File: config.mk
export PLATFORM = sky130hd
export DESIGN_NAME = serial_arith_unit
export DESIGN_NICKNAME = d
export VERILOG_FILES = /design/src/rtl/serial_arith_unit.sv
export SDC_FILE = /design/constraint.sdc
export NUM_CORES = 1
export LEC_CHECK = 0
export ABC_AREA = 0
export CORE_AREA = 10 10 47 49
export DETAILED_ROUTE_END_ITERATION = 10
export DIE_AREA = 0 0 57 59
export PLACE_DENSITY = 0.77
export SKIP_LAST_GASP = 1
export SLEW_MARGIN = 20
export SYNTH_ARGS = -nofsm -noshare
export SYNTH_HDL_FRONTEND = slang
export SYNTH_SLANG_ARGS = --single-unit
File: constraint.sdc
create_clock -name clk -period 2.7 [get_ports clk]
set_clock_uncertainty 0.2 [all_clocks]
set_input_delay 0.54 -clock clk [delete_from_list [all_inputs] [get_ports clk]]
set_output_delay 0.54 -clock clk [all_outputs]
set_load 0.05 [all_outputs]
File: src/rtl/serial_arith_unit.sv
// Bit-serial two's-complement unit: pass / negate / add / subtract, LSB-first,
// one registered result bit per accepted input bit, with word framing and overflow.
module serial_arith_unit #(
    parameter  int WIDTH = 8,
    localparam int CW    = $clog2(WIDTH)
) (
    input  logic       clk,
    input  logic       reset,
    input  logic       start,
    input  logic       valid_in,
    input  logic       a,
    input  logic       b,
    input  logic [1:0] mode,
    output logic       y,
    output logic       valid_out,
    output logic       last_out,
    output logic       ovf
);
    typedef enum logic {IDLE, RUN} state_t;
    localparam logic [1:0] M_PASS = 2'b00, M_NEG = 2'b01, M_ADD = 2'b10, M_SUB = 2'b11;

    state_t          r_state, w_state_nxt;
    logic [CW-1:0]   r_cnt, w_cnt_nxt, w_idx;
    logic            r_carry, w_carry_nxt;
    logic [1:0]      r_mode, w_mode_nxt, w_mode;
    logic            r_y, r_vld, r_last, r_ovf;
    logic            w_y, w_vld, w_last, w_ovf;
    logic            w_active, w_msb, w_cin, w_c, w_x, w_z, w_sum, w_cout;

    // A start bit always restarts the word, even mid-word; mode[0] doubles as
    // the initial carry (negate and subtract both need +1).
    always_comb begin
        w_active = valid_in & (start | (r_state == RUN));
        w_mode   = start ? mode : r_mode;
        w_idx    = start ? '0 : r_cnt;
        w_cin    = start ? mode[0] : r_carry;
        w_x      = a;
        w_z      = 1'b0;
        w_c      = w_cin;
        case (w_mode)
            M_PASS:  w_c = 1'b0;
            M_NEG:   w_x = ~a;
            M_ADD:   w_z = b;
            M_SUB:   w_z = ~b;
            default: w_c = 1'b0;
        endcase
        w_sum  = w_x ^ w_z ^ w_c;
        w_cout = (w_x & w_z) | (w_x & w_c) | (w_z & w_c);
        w_msb  = w_active && (w_idx == CW'(WIDTH - 1));
    end

    always_ff @(posedge clk or posedge reset) begin
        if (reset) begin
            r_state <= IDLE;
            r_cnt   <= '0;
            r_carry <= 1'b0;
            r_mode  <= M_PASS;
            r_y     <= 1'b0;
            r_vld   <= 1'b0;
            r_last  <= 1'b0;
            r_ovf   <= 1'b0;
        end else begin
            r_state <= w_state_nxt;
            r_cnt   <= w_cnt_nxt;
            r_carry <= w_carry_nxt;
            r_mode  <= w_mode_nxt;
            r_y     <= w_y;
            r_vld   <= w_vld;
            r_last  <= w_last;
            r_ovf   <= w_ovf;
        end
    end

    always_comb begin
        w_state_nxt = r_state;
        w_cnt_nxt   = r_cnt;
        w_carry_nxt = r_carry;
        w_mode_nxt  = r_mode;
        if (w_active) begin
            w_mode_nxt  = w_mode;
            w_carry_nxt = w_cout;
            if (w_msb) begin
                w_state_nxt = IDLE;
                w_cnt_nxt   = '0;
            end else begin
                w_state_nxt = RUN;
                w_cnt_nxt   = w_idx + 1'b1;
            end
        end
    end

    // Signed overflow: carry into MSB differs from carry out of MSB.
    always_comb begin
        w_vld  = w_active;
        w_y    = w_active & w_sum;
        w_last = w_msb;
        w_ovf  = w_msb & (w_mode != M_PASS) & (w_c ^ w_cout);
    end

    assign y         = r_y;
    assign valid_out = r_vld;
    assign last_out  = r_last;
    assign ovf       = r_ovf;
endmodule

Word-level counts from Yosys, hierarchy flattened
Index checks and enable logic that the tools add are counted.
{"block": "classes", "div_mod_pow": 0, "n_shift": 0, "order_cmp": 0, "n_eq_ne": 4, "n_addsub": 1, "bitwise_logic": 15, "n_mul": 0, "muxes": 8, "reduce_logical": 3}
{"op": "$and A1 B1 Y1", "count": 7}
{"op": "$mux W3", "count": 2}
{"op": "$eq A2 B2 Y1 const B", "count": 2}
{"op": "$mux W1", "count": 4}
{"op": "$add A3 B1 Y3 const B", "count": 1}
{"op": "$eq A3 B3 Y1 const B", "count": 1}
{"op": "$or A1 B1 Y1", "count": 3}
{"op": "$xor A1 B1 Y1", "count": 3}
{"op": "$eq A2 B1 Y1 const B", "count": 1}
{"op": "$logic_not A2 Y1", "count": 1}
{"op": "$mux W2", "count": 1}
{"op": "$not A1 Y1", "count": 2}
{"op": "$pmux W1 S2", "count": 1}
{"op": "$reduce_bool A2 Y1", "count": 1}
{"op": "$logic_and A1 B1 Y1", "count": 1}
{"block": "totals", "word_cells": 39, "rom_bits": 0, "latchBits": 0, "memories": 0, "output_inout_bits": 4, "mem_bits_rw": 0, "reg_bits": 11, "input_bits": 8}

Logic depth before layout (Yosys ltp)
Gate-level depths: netlist of the first run.
{"block": "logic_depth", "word_depth": 8, "depth_mapped": 7, "depth_no_buf": 6}

Worst setup path after synthesis of the first run
No wires, ideal clock.
{"block": "synth_timing", "kind": "input to register", "startpoint": "input port start", "endpoint": "register r_ovf (netlist: ovf)", "n_path_buf": 1, "required_ns": 2.405, "cell_stages": 7, "arrival_time_ns": 1.865, "setup_time_ns": 0.095, "setup_slack_ns": 0.539, "path_cell_list": "buf_4 -> nor3b_1 -> a31oi_1 -> xor2_1 -> fa_1 -> xnor2_1 -> nor4b_2"}
{"block": "synth_via", "elab_chain_len": 8, "word_cells_on_any_way": 23, "cone_classes": "eq/ne: 4; mux: 6; bitwise: 10; reduce/logical: 3"}
{"item": "start, declared", "line": "9", "text": "input logic start,"}
{"item": "$mux W2", "line": "34", "text": "w_mode = start ? mode : r_mode;"}
{"item": "$eq A2 B2 Y1, or another cell as far along", "line": "40", "text": "case (w_mode)"}
{"item": "$pmux W1 S2 or $mux W1 (tied branches)", "line": "40"}
{"item": "$and A1 B1 Y1", "line": "48", "text": "w_cout = (w_x & w_z) | (w_x & w_c) | (w_z & w_c);"}
{"item": "$or A1 B1 Y1 (2 in a row)", "line": "48"}
{"item": "$xor A1 B1 Y1", "line": "97", "text": "w_ovf = w_msb & (w_mode != M_PASS) & (w_c ^ w_cout);"}
{"item": "$and A1 B1 Y1 *", "line": "97"}
{"item": "via w_ovf", "line": "27", "text": "logic w_y, w_vld, w_last, w_ovf;"}
{"item": "end signal, assigned", "line": "70", "text": "r_ovf <= w_ovf;"}
{"item": "end, declared", "line": "26", "text": "logic r_y, r_vld, r_last, r_ovf;"}
Mark *: on every way through the listed nets, which the timed path passes. The rest lies on a longest branch.
A chain may end at the register's enable or synchronous reset.

Final worst setup path of the first run
Same ends and word-level chain as after synthesis.

==> results.ini, run 1 <==
[global_routing]
grt_pass1_wl_um=1870
grt_max_degree=12
antenna_found_initial=0
grt_pass1_vias=454
grt_usage_pct=6.91
grt_overflow=0

[route]
wl_um=1040
dr.first_iter.drc_count=5
wl_per_cell_um=11.6
antenna_left=0
first_pass_iters=2
vias_per_cell=4.70
vias=423
drc=0

[yosys]
syn_avg_cell_area_sq_um=10.3
yosys_warnings=0
ys_seq_elements=11
syn-cell-area_sq_um=566
yosysTopAreaCell=dfrtp_1
synth_top_area_share_pct=48.7
synthTopCellsByArea=dfrtp_1 (49%), nand2_1 (5.3%), xor2_1 (4.6%), ha_1 (4.4%), nor2b_1 (4.4%)
yosysUniqueCellTypes=22
seq_area_frac_synth_pct=48.7
netlist_instances=55
synth_fp_nets=66

[timing]
period_share_pct=92.6
fin_tns_setup_ns=0
rsz0062_at_grt=no
fin_crit_ns=2.50
final-hold-violation-count=0
max_slew.worst_pin.slew_ns=0.505
hold_slack_ns=0.278
fmax_ghz=0.400
relSlewSlack_pct=66.2
setup_viol=0
setup_ws_ns=0.200
slew_viol_final=0

[clocking]
cts_sinks=11
cts-htree-levels=1
ctsHoldBuffers=0
post-cts-setup-buffers=0
clk-insertion-delay-late_ns=0.27
clockBufferDepth=2
cts_buffers=3
cts_tree=built
cts-root-buf=clkbuf_4
cts_resized=0
clk_pin_slew_worst_paths_ns=0.07

[die]
coreArea_sq_um=1400
dieHeight_um=59
row_count=14
ios=12
die_area_sq_um=3360
die_w_um=57
initial_utilization_pct=40.4

[worst_hold_path]
min_path_type=flop to flop

[placement]
place_ws_ns=-0.0675
port_buffers=11
place_congestion=0.791
dp_hpwl_um=845
placed_cell_area_sq_um=728

[layout]
syn2layout_area_growth_pct=33.4
nFillCells=138
regArea_sq_um=275
multi_input_area_sq_um=263
finish.instance_area_sq_um=754
nNetsFinal=86
drive_above_1_share_pct=14.9
antenna_cells=0

[power]
power.density_nw_per_um2=546
peakVddDrop_mv=0.285
leakagePower_uw=0.000338
p_total_uw=412

[critical_path]
cp.required_ns=2.68
crit_slowest_cell=clkdlybuf4s50_1
startpoint_type=primary input
crit_fanout=8
worstPathArrival_ns=2.48
path_cells=clkdlybuf4s50_1 > mux2i_1 > or3_1 > fa_1 > xnor2_1 > nor4b_2
crit_type=primary input to flop
cp-end-kind=flop
crit_family=buffers and inverters
cpPeakStageDelay_ns=0.62
path_buf_inv=1

[run_status]
status=complete, no violations

[run]
cap_violations=0

[synthesized netlist by cell type, drive strengths merged]
library cell,number
dfrtp,11
nand2,8
o21ai,5
inv,4
nor2b,4
xor2,3
a21oi,2
buf,2
ha,2
nor2,2
nor3b,2
a31oi,1
a32oi,1
fa,1
mux2,1
mux2i,1
nor3,1
nor4b,1
o31ai,1
or3,1
xnor2,1
[final timing paths]
kind | start | endpoint | slack [ns] | cells after the start
max | start | ovf | 0.20 | 6
min | r_cnt[0] | r_cnt[0] | 0.28 | 2
max reg2reg | r_mode[0] | ovf | 0.68 | 6
min reg2reg | r_cnt[0] | r_cnt[0] | 0.28 | 2
max in group asynchronous | reset | r_mode[1] | 1.66 | 2
min in group asynchronous | reset | r_cnt[0] | 0.36 | 2
[state kept, by name, summed over array words and instances (netlist names)]
register	count
r_carry	1
valid_out	1
ovf	1
y	1
r_state	1
r_mode	2
last_out	1
r_cnt	3
[cell families after synthesis]
group / count (synthesis) / share of synthesized area [%]
mux: 2 / 3.76
xor+xnor: 4 / 6.20
buf+inv: 6 / 4.87
fa+ha+maj: 3 / 7.96
compound gates: 10 / 10.2
flops: 11 / 48.7
simple gates: 19 / 18.4
[layout by cell type, fill, tap and decap left out, types with 2 or more instances in the layout]
cell type        instances
a21oi_1                  2
buf_4                    6
clkbuf_4                 3
clkdlybuf4s50_1         11
dfrtp_1                 11
ha_1                     2
inv_1                    4
nand2_1                  8
nor2_1                   2
nor2b_1                  4
nor3b_1                  2
o21ai_0                  5
xor2_1                   3
[power breakdown]
part | leakage, uW | internal [uW] | switching (uW) | total [uW]
Sequential | 0.000136 | 183 | 9.52 | 192
Combinational | 0.000186 | 51.9 | 55.5 | 107
Clock | 0.0000150 | 57.2 | 55.2 | 112
Total | 0.000338 | 292 | 120 | 412
[layout make-up]
cell class              instances  area share [%]
flip-flops and latches         11            36.5
repair buffers                 17            20.6
clock buffers                   4            3.48
well taps                      16            2.65
inverters                       4            1.99
multi-input cells              38            34.8
[routing by layer]
layer	track usage, %	vias to the layer above	routed length (um)
met5	0	-	0
met4	5.03	0	31
met3	2.79	5	75
met2	10.2	13	426
met1	7.87	183	510
li1	-	222	-
[stage by stage]
| stage | util (%) | cells |
|---|---|---|
| after floorplan | - | 55 |
| after global placement | 52.0 | 86 |
| after detailed placement | 52.0 | 86 |
| after CTS | 53.8 | 90 |
| after global routing | 53.8 | 90 |
| final | 53.8 | 90 |
[tightest hold or removal path, stage by stage (launching register included)]
cell,delay [ns]
dfrtp_1,0.35
nand2_1,0.05
o31ai_1,0.05
Note: power is estimated with default switching activity, not from simulation.
==> inputs of run 2 (changes only) <==
Settings changed: CORE_AREA 10 10 47 49 to 3 3 40 42, DIE_AREA 0 0 57 59 to 0 0 43 45, SETUP_SLACK_MARGIN set to 0.1.
==> run 2 against run 1 <==
Net effect:
- flip-flop and latch count is the same
- critical path type unchanged
- largest cell class unchanged
- sequential power is essentially flat
- global-route usage grew 6.2 points
==> results.ini, run 2 (synthesized netlist as in run 1, its figures left out) <==
[run_status]
status=complete, no violations

[global_routing]
grt_usage_pct=13.1  ; +6.2 points
antenna_found_initial=0  ; unchanged
grt_max_degree=12  ; unchanged
grt_pass1_vias=426  ; -6.2%
grt_overflow=0  ; unchanged
grt_pass1_wl_um=1810  ; -2.9%

[critical_path]
worstPathArrival_ns=2.32  ; -0.16 ns
crit_fanout=3  ; -5
cp.required_ns=2.67  ; about the same
r2r_slack_ns=0.70  ; +0.02 ns
crit_type=primary input to flop
cp-end-kind=flop
startpoint_type=primary input

[clocking]
cts-root-buf=clkbuf_4
clk-insertion-delay-late_ns=0.26  ; about the same
clk_pin_slew_worst_paths_ns=0.07  ; about the same
cts_buffers=3  ; unchanged
clockBufferDepth=2  ; unchanged
cts-htree-levels=1  ; unchanged
cts_tree=built
post-cts-setup-buffers=0  ; unchanged
cts_sinks=11  ; unchanged

[power]
power.density_nw_per_um2=531  ; -2.8%
p_total_uw=405  ; -1.7%
swShare_pct=28.1  ; -1.1 points
p_int_uw=291  ; -0.11%
power.share.clock_pct=26.1  ; -1.2 points
peakVddDrop_mv=0.302  ; +6.1%
leakagePower_uw=0.000351  ; +4.0%
netSwitchingPower_uw=114  ; -5.5%
power.share.sequential_pct=47.4  ; +0.8 points
combPwrFrac_pct=26.5  ; +0.4 points

[run]
cap_violations=0  ; unchanged

[layout]
syn2layout_area_growth_pct=35.0
final_cell_mix=dfrtp_1 (11), clkdlybuf4s50_1 (10), nand2_1 (8)
largest-register=r_cnt
fin_util_pct=59.4  ; +5.6 points
antenna_cells=0  ; unchanged
top_regs=r_cnt (3), r_mode (2)
drive_above_1_share_pct=16.0  ; +1.1 points
nNetsFinal=87  ; +1.2%
final_common_cell=dfrtp_1
largest_reg_flops=3  ; unchanged

[placement]
place_congestion=0.755  ; -4.6%
dp_hpwl_um=831  ; -1.6%
port_buffers=11  ; unchanged

[route]
wl_per_cell_um=10.9  ; -5.7%
vias=433  ; +2.4%
vias_per_cell=4.81  ; +2.4%
wl_um=984  ; -5.7%
dr.first_iter.drc_count=2  ; -3
drc=0  ; unchanged
first_pass_iters=2  ; unchanged
antenna_left=0  ; unchanged

[timing]
final-hold-violation-count=0  ; unchanged
rsz0062_at_grt=no
period_share_pct=87.3  ; -5.3 points
relSlewSlack_pct=66.8  ; +0.55 points
max_slew.worst_pin.slew_ns=0.497  ; -0.00821 ns
slew_viol_final=0  ; unchanged
setup_viol=0  ; unchanged
fin_crit_ns=2.36  ; -0.143 ns
fmax_ghz=0.424  ; +6.1%

[die]
dieHeight_um=45  ; -24%
coreArea_sq_um=1280  ; -8.3%
die_area_sq_um=1940  ; -42%
initial_utilization_pct=44.0  ; +3.7 points
row_count=13  ; -1
ios=12  ; unchanged
die_w_um=43  ; -25%

[worst_hold_path]
min_path_type=flop to flop

[run 2: cell count changes in the layout (fill, tap and decap cells not counted)]
| cell | delta |
|---|---|
| buf_4 | +1 |
| dlymetal6s2s_1 | +1 |
| clkdlybuf4s50_1 | -1 |
[run 2: repair_timing]
item / in CTS / in global routing
hold buffers: 0 / 0
setup endpoints to repair: 0 / 1
gates resized for setup: 0 / 1
[run 2: worst max-delay path: stages]
cell	delay [ns]
clkdlybuf4s50_1	0.50
mux2i_1	0.10
or3_1	0.40
fa_1	0.41
xnor2_1	0.16
nor4b_2	0.20
[run 2: worst paths after layout]
check,startpoint,to,cells after the start
worst max-delay path,mode[0],ovf,6
worst min register to register,r_cnt[2],r_cnt[2],2
worst max register to register,r_mode[0],ovf,6
max in group asynchronous,reset,r_mode[0],2
worst min-delay path,r_cnt[2],r_cnt[2],2
min in group asynchronous,reset,r_cnt[0],2
[run 2: power by group through the flow]
stage / clock network, uW / registers (uW) / logic [uW]
after global routing: 122 / 196 / 120
after floorplan: 0 / 209 / 53.3
after detailed placement: 0 / 195 / 109
after global placement: 0 / 195 / 107
final: 106 / 192 / 107
after CTS: 111 / 192 / 110
[run 2: final cells by class]
type / instances / area, sq um
fill: 117 / 522
inverter: 4 / 15.0
multi-input combinational: 38 / 263
tap: 15 / 18.8
sequential: 11 / 275
clock buffer: 4 / 26.3
timing repair buffer: 18 / 165
[run 2: metrics by stage]
step	setup slack, ns	setup TNS [ns]	std cells	hold slack [ns]	area (sq um)
final	0.343	0	90	0.271	763
after detailed placement	-0.0528	-0.0528	86	0.267	734
after floorplan	0.539	0	55	0.192	566
after global routing	0.250	0	90	0.329	763
after global placement	0.0432	0	86	0.253	734
after CTS	0.213	0	90	0.282	761
[run 2: per-layer routing]
metal	part of all wire [%]	routed length, um	global-route usage [%]	vias to the layer above
met3	4.5	44	4.78	2
met4	1.4	14	7.23	0
met2	46	452	17.4	10
li1	-	-	-	227
met5	0	0	0	-
met1	48	472	18.4	194
